## config.mk

```make
export PLATFORM = sky130hd
export DESIGN_NAME = branch_resolve_unit_flat
export DESIGN_NICKNAME = d
export VERILOG_FILES = /design/src/rtl/branch_resolve_unit_if.sv /design/src/rtl/branch_resolve_unit.sv /design/src/flat_wrapper.sv
export SDC_FILE = /design/constraint.sdc
export NUM_CORES = 1
export LEC_CHECK = 0
export BUFFER_PORTS_ARGS = -buffer_cell sky130_fd_sc_hd__buf_2
export CAP_MARGIN = 10
export CORE_AREA = 2 2 178 180
export CTS_CLUSTER_DIAMETER = 60
export DETAILED_ROUTE_END_ITERATION = 6
export DIE_AREA = 0 0 180 182
export HOLD_SLACK_MARGIN = 0.03
export MAX_ROUTING_LAYER = met4
export PLACE_DENSITY = 0.66
export SYNTH_ARGS = -nofsm -noshare
export SYNTH_HDL_FRONTEND = slang
export SYNTH_SLANG_ARGS = --single-unit
```

## constraint.sdc

```tcl
create_clock -name clk -period 11.8 [get_ports clk]
set_input_delay 1.18 -clock clk [delete_from_list [all_inputs] [get_ports clk]]
set_output_delay 1.18 -clock clk [all_outputs]
set_load 0.1 [all_outputs]
```

## src/rtl/branch_resolve_unit_if.sv

```systemverilog
// EX-stage <-> branch resolve unit bundle: resolve inputs from EX, redirect/flush
// to fetch, registered predictor update. master = EX/pipeline side, slave = BRU.
interface branch_resolve_unit_if;
  logic        InstrValidE;
  logic        StallE;
  logic        BranchE;
  logic        JumpE;
  logic        JalrE;
  logic [2:0]  Funct3E;
  logic [31:0] SrcAE;
  logic [31:0] SrcBE;
  logic [31:0] PCE;
  logic [31:0] ImmExtE;
  logic        PredTakenE;
  logic [31:0] PredTargetE;
  logic        RedirectE;
  logic [31:0] RedirectPCE;
  logic        FlushD;
  logic        FlushE;
  logic        UpdateEnM;
  logic [31:0] UpdatePCM;
  logic        UpdateTakenM;
  logic [31:0] UpdateTargetM;

  modport master (
    output InstrValidE, StallE, BranchE, JumpE, JalrE, Funct3E,
           SrcAE, SrcBE, PCE, ImmExtE, PredTakenE, PredTargetE,
    input  RedirectE, RedirectPCE, FlushD, FlushE,
           UpdateEnM, UpdatePCM, UpdateTakenM, UpdateTargetM
  );

  modport slave (
    input  InstrValidE, StallE, BranchE, JumpE, JalrE, Funct3E,
           SrcAE, SrcBE, PCE, ImmExtE, PredTakenE, PredTargetE,
    output RedirectE, RedirectPCE, FlushD, FlushE,
           UpdateEnM, UpdatePCM, UpdateTakenM, UpdateTargetM
  );
endinterface

```

## src/rtl/branch_resolve_unit.sv

```systemverilog
// EX-stage branch/JAL/JALR resolution: same-cycle redirect + flush, wrong-path squash
// window, registered predictor update. Optional perf counters: define BRU_PERF_CNT_EN.
module branch_resolve_unit #(
  parameter int unsigned SQUASH_CYCLES = 1,
  parameter int unsigned CNT_W         = 32
) (
  input  logic                    clk,
  input  logic                    reset,
  branch_resolve_unit_if.slave    bus,
  output logic [CNT_W-1:0]        BranchCount,
  output logic [CNT_W-1:0]        MispredCount
);

  localparam logic [0:0] IDLE   = 1'b0;
  localparam logic [0:0] SQUASH = 1'b1;

  logic [0:0]  state;
  logic [2:0]  sq_cnt;

  logic        active;
  logic        ctrl;
  logic        cond;
  logic        taken;
  logic [31:0] target;
  logic [31:0] seq_pc;
  logic        mispredict;
  logic        redirect;

  // Reset level gates the combinational outputs so nothing escapes while held in reset.
  assign active = reset & bus.InstrValidE & ~bus.StallE & (state == IDLE);
  assign ctrl   = bus.BranchE | bus.JumpE | bus.JalrE;
  assign seq_pc = bus.PCE + 32'd4;

  always_comb begin
    cond = 1'b0;
    case (bus.Funct3E)
      3'b000:  cond = (bus.SrcAE == bus.SrcBE);
      3'b001:  cond = (bus.SrcAE != bus.SrcBE);
      3'b100:  cond = ($signed(bus.SrcAE) <  $signed(bus.SrcBE));
      3'b101:  cond = ($signed(bus.SrcAE) >= $signed(bus.SrcBE));
      3'b110:  cond = (bus.SrcAE <  bus.SrcBE);
      3'b111:  cond = (bus.SrcAE >= bus.SrcBE);
      default: cond = 1'b0;
    endcase
  end

  always_comb begin
    target = '0;
    if (bus.JalrE)
      target = (bus.SrcAE + bus.ImmExtE) & ~32'h1;
    else
      target = bus.PCE + bus.ImmExtE;
  end

  always_comb begin
    taken = 1'b0;
    if (bus.JumpE | bus.JalrE)
      taken = 1'b1;
    else if (bus.BranchE)
      taken = cond;
  end

  // A taken prediction on a non-control instruction (BTB alias) falls out as a direction mismatch.
  assign mispredict = (taken != bus.PredTakenE) |
                      (taken & bus.PredTakenE & (target != bus.PredTargetE));
  assign redirect   = active & mispredict;

  always_comb begin
    bus.RedirectE   = redirect;
    bus.FlushD      = redirect;
    bus.FlushE      = redirect;
    bus.RedirectPCE = '0;
    if (redirect)
      bus.RedirectPCE = taken ? target : seq_pc;
  end

  always_ff @(posedge clk or negedge reset) begin
    if (!reset) begin
      bus.UpdateEnM     <= 1'b0;
      bus.UpdatePCM     <= '0;
      bus.UpdateTakenM  <= 1'b0;
      bus.UpdateTargetM <= '0;
    end else begin
      bus.UpdateEnM <= active & ctrl;
      if (active & ctrl) begin
        bus.UpdatePCM     <= bus.PCE;
        bus.UpdateTakenM  <= taken;
        bus.UpdateTargetM <= target;
      end
    end
  end

  always_ff @(posedge clk or negedge reset) begin
    if (!reset) begin
      state  <= IDLE;
      sq_cnt <= '0;
    end else begin
      case (state)
        IDLE: begin
          if (redirect) begin
            state  <= SQUASH;
            sq_cnt <= 3'(SQUASH_CYCLES - 1);
          end
        end
        SQUASH: begin
          if (!bus.StallE) begin
            if (sq_cnt == '0)
              state <= IDLE;
            else
              sq_cnt <= sq_cnt - 3'd1;
          end
        end
        default: begin
          state  <= IDLE;
          sq_cnt <= '0;
        end
      endcase
    end
  end

`ifdef BRU_PERF_CNT_EN
  logic [CNT_W-1:0] branch_cnt;
  logic [CNT_W-1:0] mispred_cnt;

  always_ff @(posedge clk or negedge reset) begin
    if (!reset) begin
      branch_cnt  <= '0;
      mispred_cnt <= '0;
    end else begin
      if ((active & ctrl) && (branch_cnt != '1))
        branch_cnt <= branch_cnt + 1'b1;
      if (redirect && (mispred_cnt != '1))
        mispred_cnt <= mispred_cnt + 1'b1;
    end
  end

  assign BranchCount  = branch_cnt;
  assign MispredCount = mispred_cnt;
`else
  assign BranchCount  = '0;
  assign MispredCount = '0;
`endif

endmodule

```

## src/flat_wrapper.sv

```systemverilog
// flat-port wrapper written by rule: the top's interface ports become plain ports
module branch_resolve_unit_flat 
#(
  parameter int unsigned SQUASH_CYCLES = 1,
  parameter int unsigned CNT_W         = 32
)
  (clk, reset, BranchCount, MispredCount, bus_InstrValidE, bus_StallE, bus_BranchE, bus_JumpE, bus_JalrE, bus_Funct3E, bus_SrcAE, bus_SrcBE, bus_PCE, bus_ImmExtE, bus_PredTakenE, bus_PredTargetE, bus_RedirectE, bus_RedirectPCE, bus_FlushD, bus_FlushE, bus_UpdateEnM, bus_UpdatePCM, bus_UpdateTakenM, bus_UpdateTargetM);
  branch_resolve_unit_if bus_i ();
  input  logic clk;
  input  logic reset;
  output logic [CNT_W-1:0] BranchCount;
  output logic [CNT_W-1:0] MispredCount;
  input wire logic [$bits(bus_i.InstrValidE)-1:0] bus_InstrValidE;
  input wire logic [$bits(bus_i.StallE)-1:0] bus_StallE;
  input wire logic [$bits(bus_i.BranchE)-1:0] bus_BranchE;
  input wire logic [$bits(bus_i.JumpE)-1:0] bus_JumpE;
  input wire logic [$bits(bus_i.JalrE)-1:0] bus_JalrE;
  input wire logic [$bits(bus_i.Funct3E)-1:0] bus_Funct3E;
  input wire logic [$bits(bus_i.SrcAE)-1:0] bus_SrcAE;
  input wire logic [$bits(bus_i.SrcBE)-1:0] bus_SrcBE;
  input wire logic [$bits(bus_i.PCE)-1:0] bus_PCE;
  input wire logic [$bits(bus_i.ImmExtE)-1:0] bus_ImmExtE;
  input wire logic [$bits(bus_i.PredTakenE)-1:0] bus_PredTakenE;
  input wire logic [$bits(bus_i.PredTargetE)-1:0] bus_PredTargetE;
  output wire logic [$bits(bus_i.RedirectE)-1:0] bus_RedirectE;
  output wire logic [$bits(bus_i.RedirectPCE)-1:0] bus_RedirectPCE;
  output wire logic [$bits(bus_i.FlushD)-1:0] bus_FlushD;
  output wire logic [$bits(bus_i.FlushE)-1:0] bus_FlushE;
  output wire logic [$bits(bus_i.UpdateEnM)-1:0] bus_UpdateEnM;
  output wire logic [$bits(bus_i.UpdatePCM)-1:0] bus_UpdatePCM;
  output wire logic [$bits(bus_i.UpdateTakenM)-1:0] bus_UpdateTakenM;
  output wire logic [$bits(bus_i.UpdateTargetM)-1:0] bus_UpdateTargetM;
  assign bus_i.InstrValidE = bus_InstrValidE;
  assign bus_i.StallE = bus_StallE;
  assign bus_i.BranchE = bus_BranchE;
  assign bus_i.JumpE = bus_JumpE;
  assign bus_i.JalrE = bus_JalrE;
  assign bus_i.Funct3E = bus_Funct3E;
  assign bus_i.SrcAE = bus_SrcAE;
  assign bus_i.SrcBE = bus_SrcBE;
  assign bus_i.PCE = bus_PCE;
  assign bus_i.ImmExtE = bus_ImmExtE;
  assign bus_i.PredTakenE = bus_PredTakenE;
  assign bus_i.PredTargetE = bus_PredTargetE;
  assign bus_RedirectE = bus_i.RedirectE;
  assign bus_RedirectPCE = bus_i.RedirectPCE;
  assign bus_FlushD = bus_i.FlushD;
  assign bus_FlushE = bus_i.FlushE;
  assign bus_UpdateEnM = bus_i.UpdateEnM;
  assign bus_UpdatePCM = bus_i.UpdatePCM;
  assign bus_UpdateTakenM = bus_i.UpdateTakenM;
  assign bus_UpdateTargetM = bus_i.UpdateTargetM;
  branch_resolve_unit #(.SQUASH_CYCLES(SQUASH_CYCLES), .CNT_W(CNT_W)) u_core (.clk(clk), .reset(reset), .bus(bus_i), .BranchCount(BranchCount), .MispredCount(MispredCount));
endmodule
```

==> metrics.md <==
| Metric | Value |
|---|---|
| Crit share post-route | `roughly 73%` |
| Vias in the first global route | `10,650` |
| Share of cells above drive strength 1 | `between 10% and 20%` |
| Status | `completed` |
| Fill cell count | `3,295` |
| Final Skew | `between 0.006 and 0.007 ns` |
| Global-route wire length before repair | `61,980 um` |
| RSZ-0062 raised after global routing | `no` |
| Crit path capture type | `output pin` |
| Routed vias | `roughly 12,000` |
| Clk sink count | `70` |
| Final Wtd Congestion | `roughly 0.92` |
| Avg Synthesized Cell Area | `7.214 um^2` |
| Core ar. | `0.03099 mm^2` |
| Switch share | `between 60 and 70%` |
| WS Path Type | `in -> out` |
| Chip width | `approximately 180 um` |
| Num rows | `65` |
| PortBufs | `271` |
| CP top delay family | `simple AND/OR/NAND/NOR gates` |
| H-Tree Depth | `3` |
| Area Overhead vs Synth | `15.91%` |
| Cts repair resizes | `0` |
| Post-synth EDFFs | `0` |
| Initial antenna violation count | `3` |
| Leakage | `6.010 nW` |
| Comb pwr share | `66.2%` |
| Relative slew margins | `36.76%` |
| Max frequency | `roughly 120 MHz` |
| Crit-path slowest cell | `or4_1` |
| Largest net degree at the start of global routing | `95` |
| Setup TNS | `0 ns` |
| CTS max path bufs | `2` |
| Final hold violation count | `0` |
| Avg WL per Cell | `19.76 um` |
| Post-CTS setup buffer count | `0` |
| Antenna Violating Nets Remaining | `0` |
| Die extent in y | `182 um` |
| CP Buf/Inv Count | `4` |
| Internal | `0.6879 mW` |
| Final WL | `a little over 40,000 um` |
| Cts hold-fix bufs | `0` |
| Largest area contributor in the netlist | `dfrtp_1` |
| Count of final setup violators | `0` |
| Hpwl dp | `34,750 um` |
| Die footprint | `0.03276 mm^2` |
| Clock transition at path regs | `~0.060 ns` |
| VDD IR-drop max | `0.08437 mV` |
| Psw | `1.051 mW` |
| DR vias/cell | `around 5.5` |
| Gr usage total | `24.98%` |
| Post-route DRC | `0` |
| Slew @ Worst Pin | `0.9486 ns` |
| Maximum Capacitance Violations | `0` |
| Top FF cell, synth | `dfrtp_1` |
| Largest stage delay, worst path | `0.63 ns` |
| GRT overflow | `0` |
| Clock Power Share | `15.1%` |
| First DRT Iteration DRCs | `975` |
| Initial Util | `34.25%` |
| Sequential fraction of the synthesis area | `16.51%` |
| Mapped Cells | `1,471` |
| Root buffer cell | `clkbuf_16` |
| Post-DP Area | `0.01198 mm^2` |
| Top post-synthesis cells by area | `dfrtp_1 17%, ha_1 11%, nand2_1 9.3%` |
| Crit-path max FO | `59` |
| CP cell instances | `buf_2 -> ha_1 -> nand4_1 -> nor3_1 -> nand2_1 -> or4_1 -> and4_1 -> nand4_1 -> a31oi_1 -> a31oi_4 -> buf_4 -> ha_1 -> a211oi_1 -> o2111ai_1 -> a2111oi_0 -> o2111ai_1 -> or4_1 -> nor4_1 -> and4_1 -> buf_16 -> a21oi_1 -> buf_2` |
| Synth warnings | `0` |
| Fin nets | `1,954` |
| Post-route cell area | `0.01230 mm^2` |
| Critical path launch point type | `input port` |
| Pwr Density | `141.4 mW/mm^2` |
| CTS tree | `done` |
| Ys async rst share | `100.0%` |
| Yosys reg bits | `70` |
| Sequential share of power | `18.7%` |
| Synth unique cells | `79` |
| Clk_lat worst skew | `0.34 ns` |
| Mapped Area | `0.01061 mm^2` |
| IO Pins | `336` |
| Tmin final | `slightly below 9 ns` |
| Top cell type's share of synthesized area | `16.51%` |
| Hold Path Class | `reg -> reg` |
| Inserted Clock Buffers | `9` |
| CP arrival | `7.49 ns` |
| Pre-antenna DRT Iters | `5` |
| Slew Limit Fails | `0` |
| CP required | `10.62 ns` |
[state kept, by name, indices dropped and copies added, names as in the netlist]
| register | flops |
|---|---|
| u_core.bus.UpdateTargetM | 32 |
| u_core.bus.UpdatePCM | 32 |
| u_core.bus.UpdateEnM | 1 |
| u_core.bus.UpdateTakenM | 1 |
| u_core.sq_cnt | 3 |
| u_core.state | 1 |
[synthesized netlist by cell type (33+ instances only)]
cell type / number
nand2_1: 264
a21oi_1: 117
ha_1: 97
o21ai_0: 94
dfrtp_1: 70
nor2_1: 68
buf_4: 66
xnor2_1: 59
clkbuf_1: 58
inv_1: 58
xor2_1: 41
o211ai_1: 39
nor3_1: 37
nand3_1: 35
a211oi_1: 33
[power groups by stage]
| stage | clock (mW) | sequential, mW | combinational [mW] |
|---|---|---|---|
| 2_1_floorplan | 0 | 0.725 | 0.507 |
| 3_3_place_gp | 0 | 0.326 | 1.14 |
| 3_5_place_dp | 0 | 0.329 | 1.14 |
| 4_1_cts | 0.268 | 0.325 | 1.15 |
| 5_1_grt | 0.278 | 0.331 | 1.22 |
| 6_report | 0.263 | 0.325 | 1.15 |
[worst reg2reg max path, stage by stage, from the launching register on]
cell      delay [ns]
dfrtp_1         0.43
nor4bb_1        0.77
o21ai_4         0.09
buf_4           0.42
clkinv_1        0.13
buf_4           0.38
mux2_2          0.39
[worst paths after layout]
kind / from / to / slack (ns) / depth (start not counted)
worst max-delay path: bus_SrcAE[26] / bus_FlushE / 3.13 / 22
worst min-delay path: u_core.bus.UpdatePCM[1] / u_core.bus.UpdatePCM[1] / 0.47 / 2
worst max register to register: u_core.state / u_core.bus.UpdateTakenM / 9.08 / 6
worst min register to register: u_core.bus.UpdatePCM[1] / u_core.bus.UpdatePCM[1] / 0.47 / 2
max in group asynchronous: reset / u_core.bus.UpdatePCM[19] / 10.11 / 2
min in group asynchronous: reset / u_core.bus.UpdateTargetM[2] / 1.07 / 2
[cell usage in the layout, fill, tap and decap left out, types with 58 or more instances in the layout]
cell     count
o21ai_0     93
nor2_1      68
inv_1       58
xnor2_1     59
ha_1        97
dfrtp_1     70
a21oi_1    117
conb_1      64
nand2_1    264
buf_2      271
[logic make-up (layout without fill, tap and decap cells)]
logic type,Yosys count,after routing,share of synthesized area (%)
simple gates,539,539,23.69
flops,70,70,16.51
compound gates,428,428,26.21
fa+ha+maj,99,99,11.81
other cells,1,67,0.03534
buf+inv,201,356,9.822
mux,29,29,2.842
xor+xnor,104,104,9.079
[cell type report]
class / instances / area, um^2 / share of cell area, %
Antenna cell: 3 / 7.507 / 0.06104
Clock buffer: 10 / 239.0 / 1.943
Clock inverter: 6 / 45.04 / 0.3662
Inverter: 59 / 221.5 / 1.801
Multi-Input combinational cell: 1263 / 8080 / 65.70
Sequential cell: 70 / 1752 / 14.24
Tap cell: 402 / 503.0 / 4.090
Timing Repair Buffer: 281 / 1451 / 11.80
[through the flow]
step                      hold slack, ns  power, mW  utilization (%)  std cells  setup slack (ns)
after floorplan                   0.5318      1.232                -       1534             3.386
after global placement            0.4531      1.464            38.66       2074             2.980
after detailed placement          0.4579      1.474            38.66       2074             2.646
after CTS                         0.4730      1.740            39.58       2090             2.622
after global routing              0.4900      1.828            39.69       2094             2.572
final                             0.4694      1.739            39.69       2094             3.132
[per-layer routing]
metal / vias to the layer above / global-route usage (%) / routed length, um
li1: 5627 / - / -
met1: 5500 / 34.00 / 18920
met2: 456 / 39.52 / 18890
met3: 37 / 2.908 / 2790
met4: 0 / 6.114 / 771
met5: - / - / 0
No activity file was read; power rests on OpenSTA's default activity.
